[src/rtl/pipe_hazard_ctrl.sv]
// pipe_hazard_ctrl: pipeline sequencing for the 5-stage core (IF, ID, EXE, MEM, WB).
// Produces per-stage enables and valids, load-use stalls, redirect flushes and
// EXE-stage ALU operand forwarding selects.
// Optional build macro PIPE_PERF_CNT_EN adds saturating stall/flush/bubble counters.
//
// State is the per-stage valid vector only:
//   valid bit | meaning
//   0         | IF holds a live instruction
//   1         | ID holds a live instruction
//   2         | EXE holds a live instruction
//   3         | MEM holds a live instruction
//   4         | WB holds a live instruction
module pipe_hazard_ctrl #(
   parameter int REG_ADDR_W     = 5,
   parameter int REDIRECT_STAGE = 3,
   parameter int CNT_W          = 32
) (
   input  logic                  clk,
   input  logic                  arst,
   input  logic                  enable,
   input  logic                  ext_stall,
   input  logic                  redirect,
   input  logic [REG_ADDR_W-1:0] id_rs,
   input  logic [REG_ADDR_W-1:0] id_rt,
   input  logic                  id_uses_rs,
   input  logic                  id_uses_rt,
   input  logic [REG_ADDR_W-1:0] exe_rs,
   input  logic [REG_ADDR_W-1:0] exe_rt,
   input  logic                  exe_mem_read,
   input  logic [REG_ADDR_W-1:0] exe_waddr,
   input  logic [REG_ADDR_W-1:0] mem_waddr,
   input  logic [REG_ADDR_W-1:0] wb_waddr,
   input  logic                  mem_reg_write,
   input  logic                  wb_reg_write,
   output logic                  pc_en,
   output logic [4:0]            stage_en,
   output logic [4:0]            stage_valid,
   output logic [1:0]            fwd_a,
   output logic [1:0]            fwd_b
`ifdef PIPE_PERF_CNT_EN
   ,
   output logic [CNT_W-1:0]      stall_cycles,
   output logic [CNT_W-1:0]      flush_count,
   output logic [CNT_W-1:0]      bubble_count
`endif
);

   logic [4:0] valid_q;
   logic [4:0] valid_d;
   logic       adv;
   logic       redir;
   logic       luh;

   assign adv   = enable & ~ext_stall;
   assign redir = valid_q[REDIRECT_STAGE] & redirect;
   assign luh   = valid_q[2] & exe_mem_read & (exe_waddr != '0) & valid_q[1] &
                  ((id_uses_rs & (id_rs == exe_waddr)) |
                   (id_uses_rt & (id_rt == exe_waddr)));

   assign stage_valid = valid_q;

   // Valid register: cleared asynchronously, otherwise loads the next-state vector.
   always_ff @(posedge clk or posedge arst) begin
      if (arst) valid_q <= '0;
      else      valid_q <= valid_d;
   end

   // Next-state valids: redirect squashes up to the resolve stage, load-use inserts an EXE bubble.
   always_comb begin
      valid_d = valid_q;
      if (adv) begin
         if (redir) begin
            valid_d[0] = 1'b1;
            for (int i = 1; i < 5; i++)
               valid_d[i] = (i <= REDIRECT_STAGE) ? 1'b0 : valid_q[i-1];
         end else if (luh) begin
            valid_d = {valid_q[3], valid_q[2], 1'b0, valid_q[1:0]};
         end else begin
            valid_d = {valid_q[3:0], 1'b1};
         end
      end
   end

   // Enables and forwarding selects; enables forced low while reset is asserted.
   always_comb begin
      pc_en    = 1'b0;
      stage_en = 5'b00000;
      fwd_a    = 2'b00;
      fwd_b    = 2'b00;
      if (!arst && adv) begin
         if (redir || !luh) begin
            pc_en    = 1'b1;
            stage_en = 5'b11111;
         end else begin
            stage_en = 5'b11100;
         end
      end
      if (valid_q[2]) begin
         if (valid_q[3] && mem_reg_write && (mem_waddr != '0) && (mem_waddr == exe_rs))
            fwd_a = 2'b01;
         else if (valid_q[4] && wb_reg_write && (wb_waddr != '0) && (wb_waddr == exe_rs))
            fwd_a = 2'b10;
         if (valid_q[3] && mem_reg_write && (mem_waddr != '0) && (mem_waddr == exe_rt))
            fwd_b = 2'b01;
         else if (valid_q[4] && wb_reg_write && (wb_waddr != '0) && (wb_waddr == exe_rt))
            fwd_b = 2'b10;
      end
   end

`ifdef PIPE_PERF_CNT_EN
   localparam logic [CNT_W-1:0] CNT_ONE = {{(CNT_W-1){1'b0}}, 1'b1};

   // Saturating performance counters; an accepted redirect hides any coincident load-use.
   always_ff @(posedge clk or posedge arst) begin
      if (arst) begin
         stall_cycles <= '0;
         flush_count  <= '0;
         bubble_count <= '0;
      end else begin
         if (enable && ext_stall && !(&stall_cycles))
            stall_cycles <= stall_cycles + CNT_ONE;
         if (adv && redir && !(&flush_count))
            flush_count <= flush_count + CNT_ONE;
         if (adv && !redir && luh && !(&bubble_count))
            bubble_count <= bubble_count + CNT_ONE;
      end
   end
`endif

endmodule
[config.mk]
export PLATFORM = sky130hd
export DESIGN_NAME = pipe_hazard_ctrl
export DESIGN_NICKNAME = d
export VERILOG_FILES = /design/src/rtl/pipe_hazard_ctrl.sv
export SDC_FILE = /design/constraint.sdc
export NUM_CORES = 1
export LEC_CHECK = 0
export BUFFER_PORTS_ARGS = -buffer_cell sky130_fd_sc_hd__clkbuf_2
export CAP_MARGIN = 20
export CORE_MARGIN = 5
export CORE_UTILIZATION = 33
export DETAILED_ROUTE_END_ITERATION = 7
export PLACE_DENSITY = 0.85
export SYNTH_ARGS = -nofsm -noshare
export SYNTH_HDL_FRONTEND = slang
export SYNTH_SLANG_ARGS = --single-unit
[constraint.sdc]
create_clock -name clk -period 2.5 [get_ports clk]
set_clock_uncertainty 0.2 [all_clocks]
set_input_delay 0.75 -clock clk [delete_from_list [all_inputs] [get_ports clk]]
set_output_delay 0.75 -clock clk [all_outputs]
set_load 0.02 [all_outputs]
==> metrics.cfg <==
[critical_path]
cp.required_ns=1.55
end_kind=output port
path_buf_inv=2
crit_chain=buf_2 > or4_4 > o2111ai_4 > or4_4 > nor4_4 > buf_4
reg2reg_depth=7
critPathMaxFanout=3
rrSetupSlack_ns=0.96
cpMostUsedCell=or4_4
r2r-end=stage_valid[2]$_DFFE_PP0P_
crit_slowest_cell=or4_4
crit_path_max_incr_delay_ns=0.44
arrival_ns=2.03
path_delay_family=simple AND/OR/NAND/NOR gates
r2r-start=stage_valid[2]$_DFFE_PP0P_
path_class=input port to output port
cp-start-kind=input port

[grt]
grt_pass1_vias=898
grt_antenna_before_repair=0
grt_pass1_wl_um=3730
grt_max_degree=7
grt_use_total_pct=17.7
grt_overflow_total=0

[outcome]
status=complete, but fails checks
failed_checks=negative setup slack

[hold_path]
min_path_type=input port to async pin

[power]
cellLeakagePower_nw=0.688
p_seq_share_pct=23.9
p_sw_share_pct=38.0
p_switching_uw=178
pwr_density_cell_nw_per_um2=327
peakVddDrop_mv=0.254
combPwrFrac_pct=56.1
intPower_uw=290
pwr-share-clk_pct=20.0

[flow_run]
cap_violations=0

[routing]
dr.first_iter.drc_count=6
vias_per_cell=4.85
firstDrtPassIters=4
wl_per_cell_um=14.5
drc=0
vias=911
ant_nets=0
postRouteWirelength_um=2730

[yosys]
synth.avg_cell_area_um2=8.32
async_flop_share_pct=100
synth_area_um2=666
yosys_most_used_dff=dfrtp_1
yosysMostFrequentCell=xnor2_1
synthDistinctLibCells=26
yosysSeqAreaShare_pct=18.8
yosysTopAreaCellShare_pct=23.7
yosysWarnings=0
synth.net_count=125
synth_seq_cells=5
ys_top_cells_by_area=xnor2_1, dfrtp_1, xor2_1
synth_commonest_cells=xnor2_1, xor2_1, nand2_1, dfrtp_1
synth_top_area_cell=xnor2_1
synth_cells=80
synth_edf_count=0

[layout]
fillCellCount=136
drive_gt1_share_pct=68.3
layout.nets=207
largest_reg_flops=5
syn2layout_area_growth_pct=115
num_antenna_cells=0

[placed_design]
numPortBuffers=59
gp_congestion=0.824
dp_hpwl_um=2110

[sta]
period_share_pct=119
timing.hold.ws_ns=0.217
slew_headroom_pct=77.2
finalSetupViolCount=7
fmax_ghz=0.335
setup_tns_ns=-2.41
worstMarginPinSlew_ns=0.339
finalHoldViolCount=0
period_minus_slack_ns=2.98
drv_slew=0
worst_slack_ns=-0.481
rsz0062_at_grt=true

[clock_network]
cts.sinks=5
cts_tree=done
cts-root-buf=clkbuf_4
clock_path_buffers=2
htree_levels=1
clk_latency_ns=0.24
path_clk_slew_ns=0.04
cts_made_buffers=3

[die]
core_um2=1940
dieArea_um2=3020
die_w_um=54.9
start_util_pct=34.3
die_h_um=54.9
rows=16
pin_count=60

[metal layers]
layer  GRT usage (%)  part of all wire (%)
met5               0                     0
met4            10.9                   3.1
met3            5.63                    13
met2            30.5                    47
met1            18.7                    37
[worst max-delay path by stage]
stage	startpoint	end	slack, ns	cells after the start
after detailed placement	wb_waddr[2]	fwd_b[1]	-0.51	6
final	wb_waddr[3]	fwd_b[1]	-0.48	6
after global placement	exe_rt[3]	fwd_b[1]	-0.46	5
after floorplan	exe_rt[3]	fwd_b[1]	-0.29	3
after CTS	mem_waddr[1]	fwd_b[1]	-0.48	6
after global routing	wb_waddr[3]	fwd_b[1]	-0.51	6
[stage by stage]
| step | setup WS (ns) | power [mW] | cells | instance area, µm² | utilization [%] |
|---|---|---|---|---|---|
| 3_5_place_dp | -0.508 | 0.331 | 182 | 1180 | 60.8 |
| 4_1_cts | -0.478 | 0.453 | 187 | 1350 | 69.6 |
| 3_3_place_gp | -0.456 | 0.326 | 182 | 1180 | 60.8 |
| 6_report | -0.481 | 0.468 | 188 | 1430 | 73.7 |
| 5_1_grt | -0.511 | 0.500 | 188 | 1430 | 73.7 |
| 2_1_floorplan | -0.290 | 0.217 | 80 | 736 | - |
[power groups by stage]
stage               combinational (mW)  sequential [mW]  clock, mW
floorplan                       0.0878            0.129          0
global placement                 0.218            0.108          0
detailed placement               0.224            0.108          0
CTS                              0.246            0.109     0.0979
global route                     0.280            0.113      0.107
finish                           0.263            0.112     0.0936
[final cells by class]
type / instances / area, µm² / share of cell area, %
Tap cell: 27 / 33.8 / 2.36
Timing Repair Buffer: 81 / 571 / 39.9
Inverter: 2 / 7.51 / 0.524
Clock buffer: 4 / 26.3 / 1.84
Sequential cell: 5 / 125 / 8.74
Multi-Input combinational cell: 69 / 668 / 46.7
[layout by cell type, fill, tap and decap left out, types with 2 or more instances in the layout]
master	instances
clkbuf_2	44
buf_4	24
xnor2_1	12
xor2_1	12
nand2_1	6
xnor2_2	6
buf_8	6
dfrtp_1	5
nand3_1	4
and2_4	3
or4_4	3
clkbuf_4	3
buf_6	3
clkbuf_8	3
nand4_1	2
nor3_2	2
inv_1	2
nor4_4	2
[cell families after synthesis]
kind of cell | Yosys count | share of synthesized area (%)
AO/OA/AOI/OAI | 10 | 10.7
XOR/XNOR | 30 | 39.5
buffers and inverters | 6 | 5.64
flip-flops | 5 | 18.8
multiplexers | 1 | 1.69
AND/OR/NAND/NOR | 28 | 23.7
[repair_timing]
item / in CTS / in global routing
hold buffers: 0 / 0
setup endpoints to repair: 7 / 7
pin swaps: 6 / 14
gates resized for setup: 24 / 23
buffers inserted: 1 / 1
No activity file was read; power rests on OpenSTA's default activity.
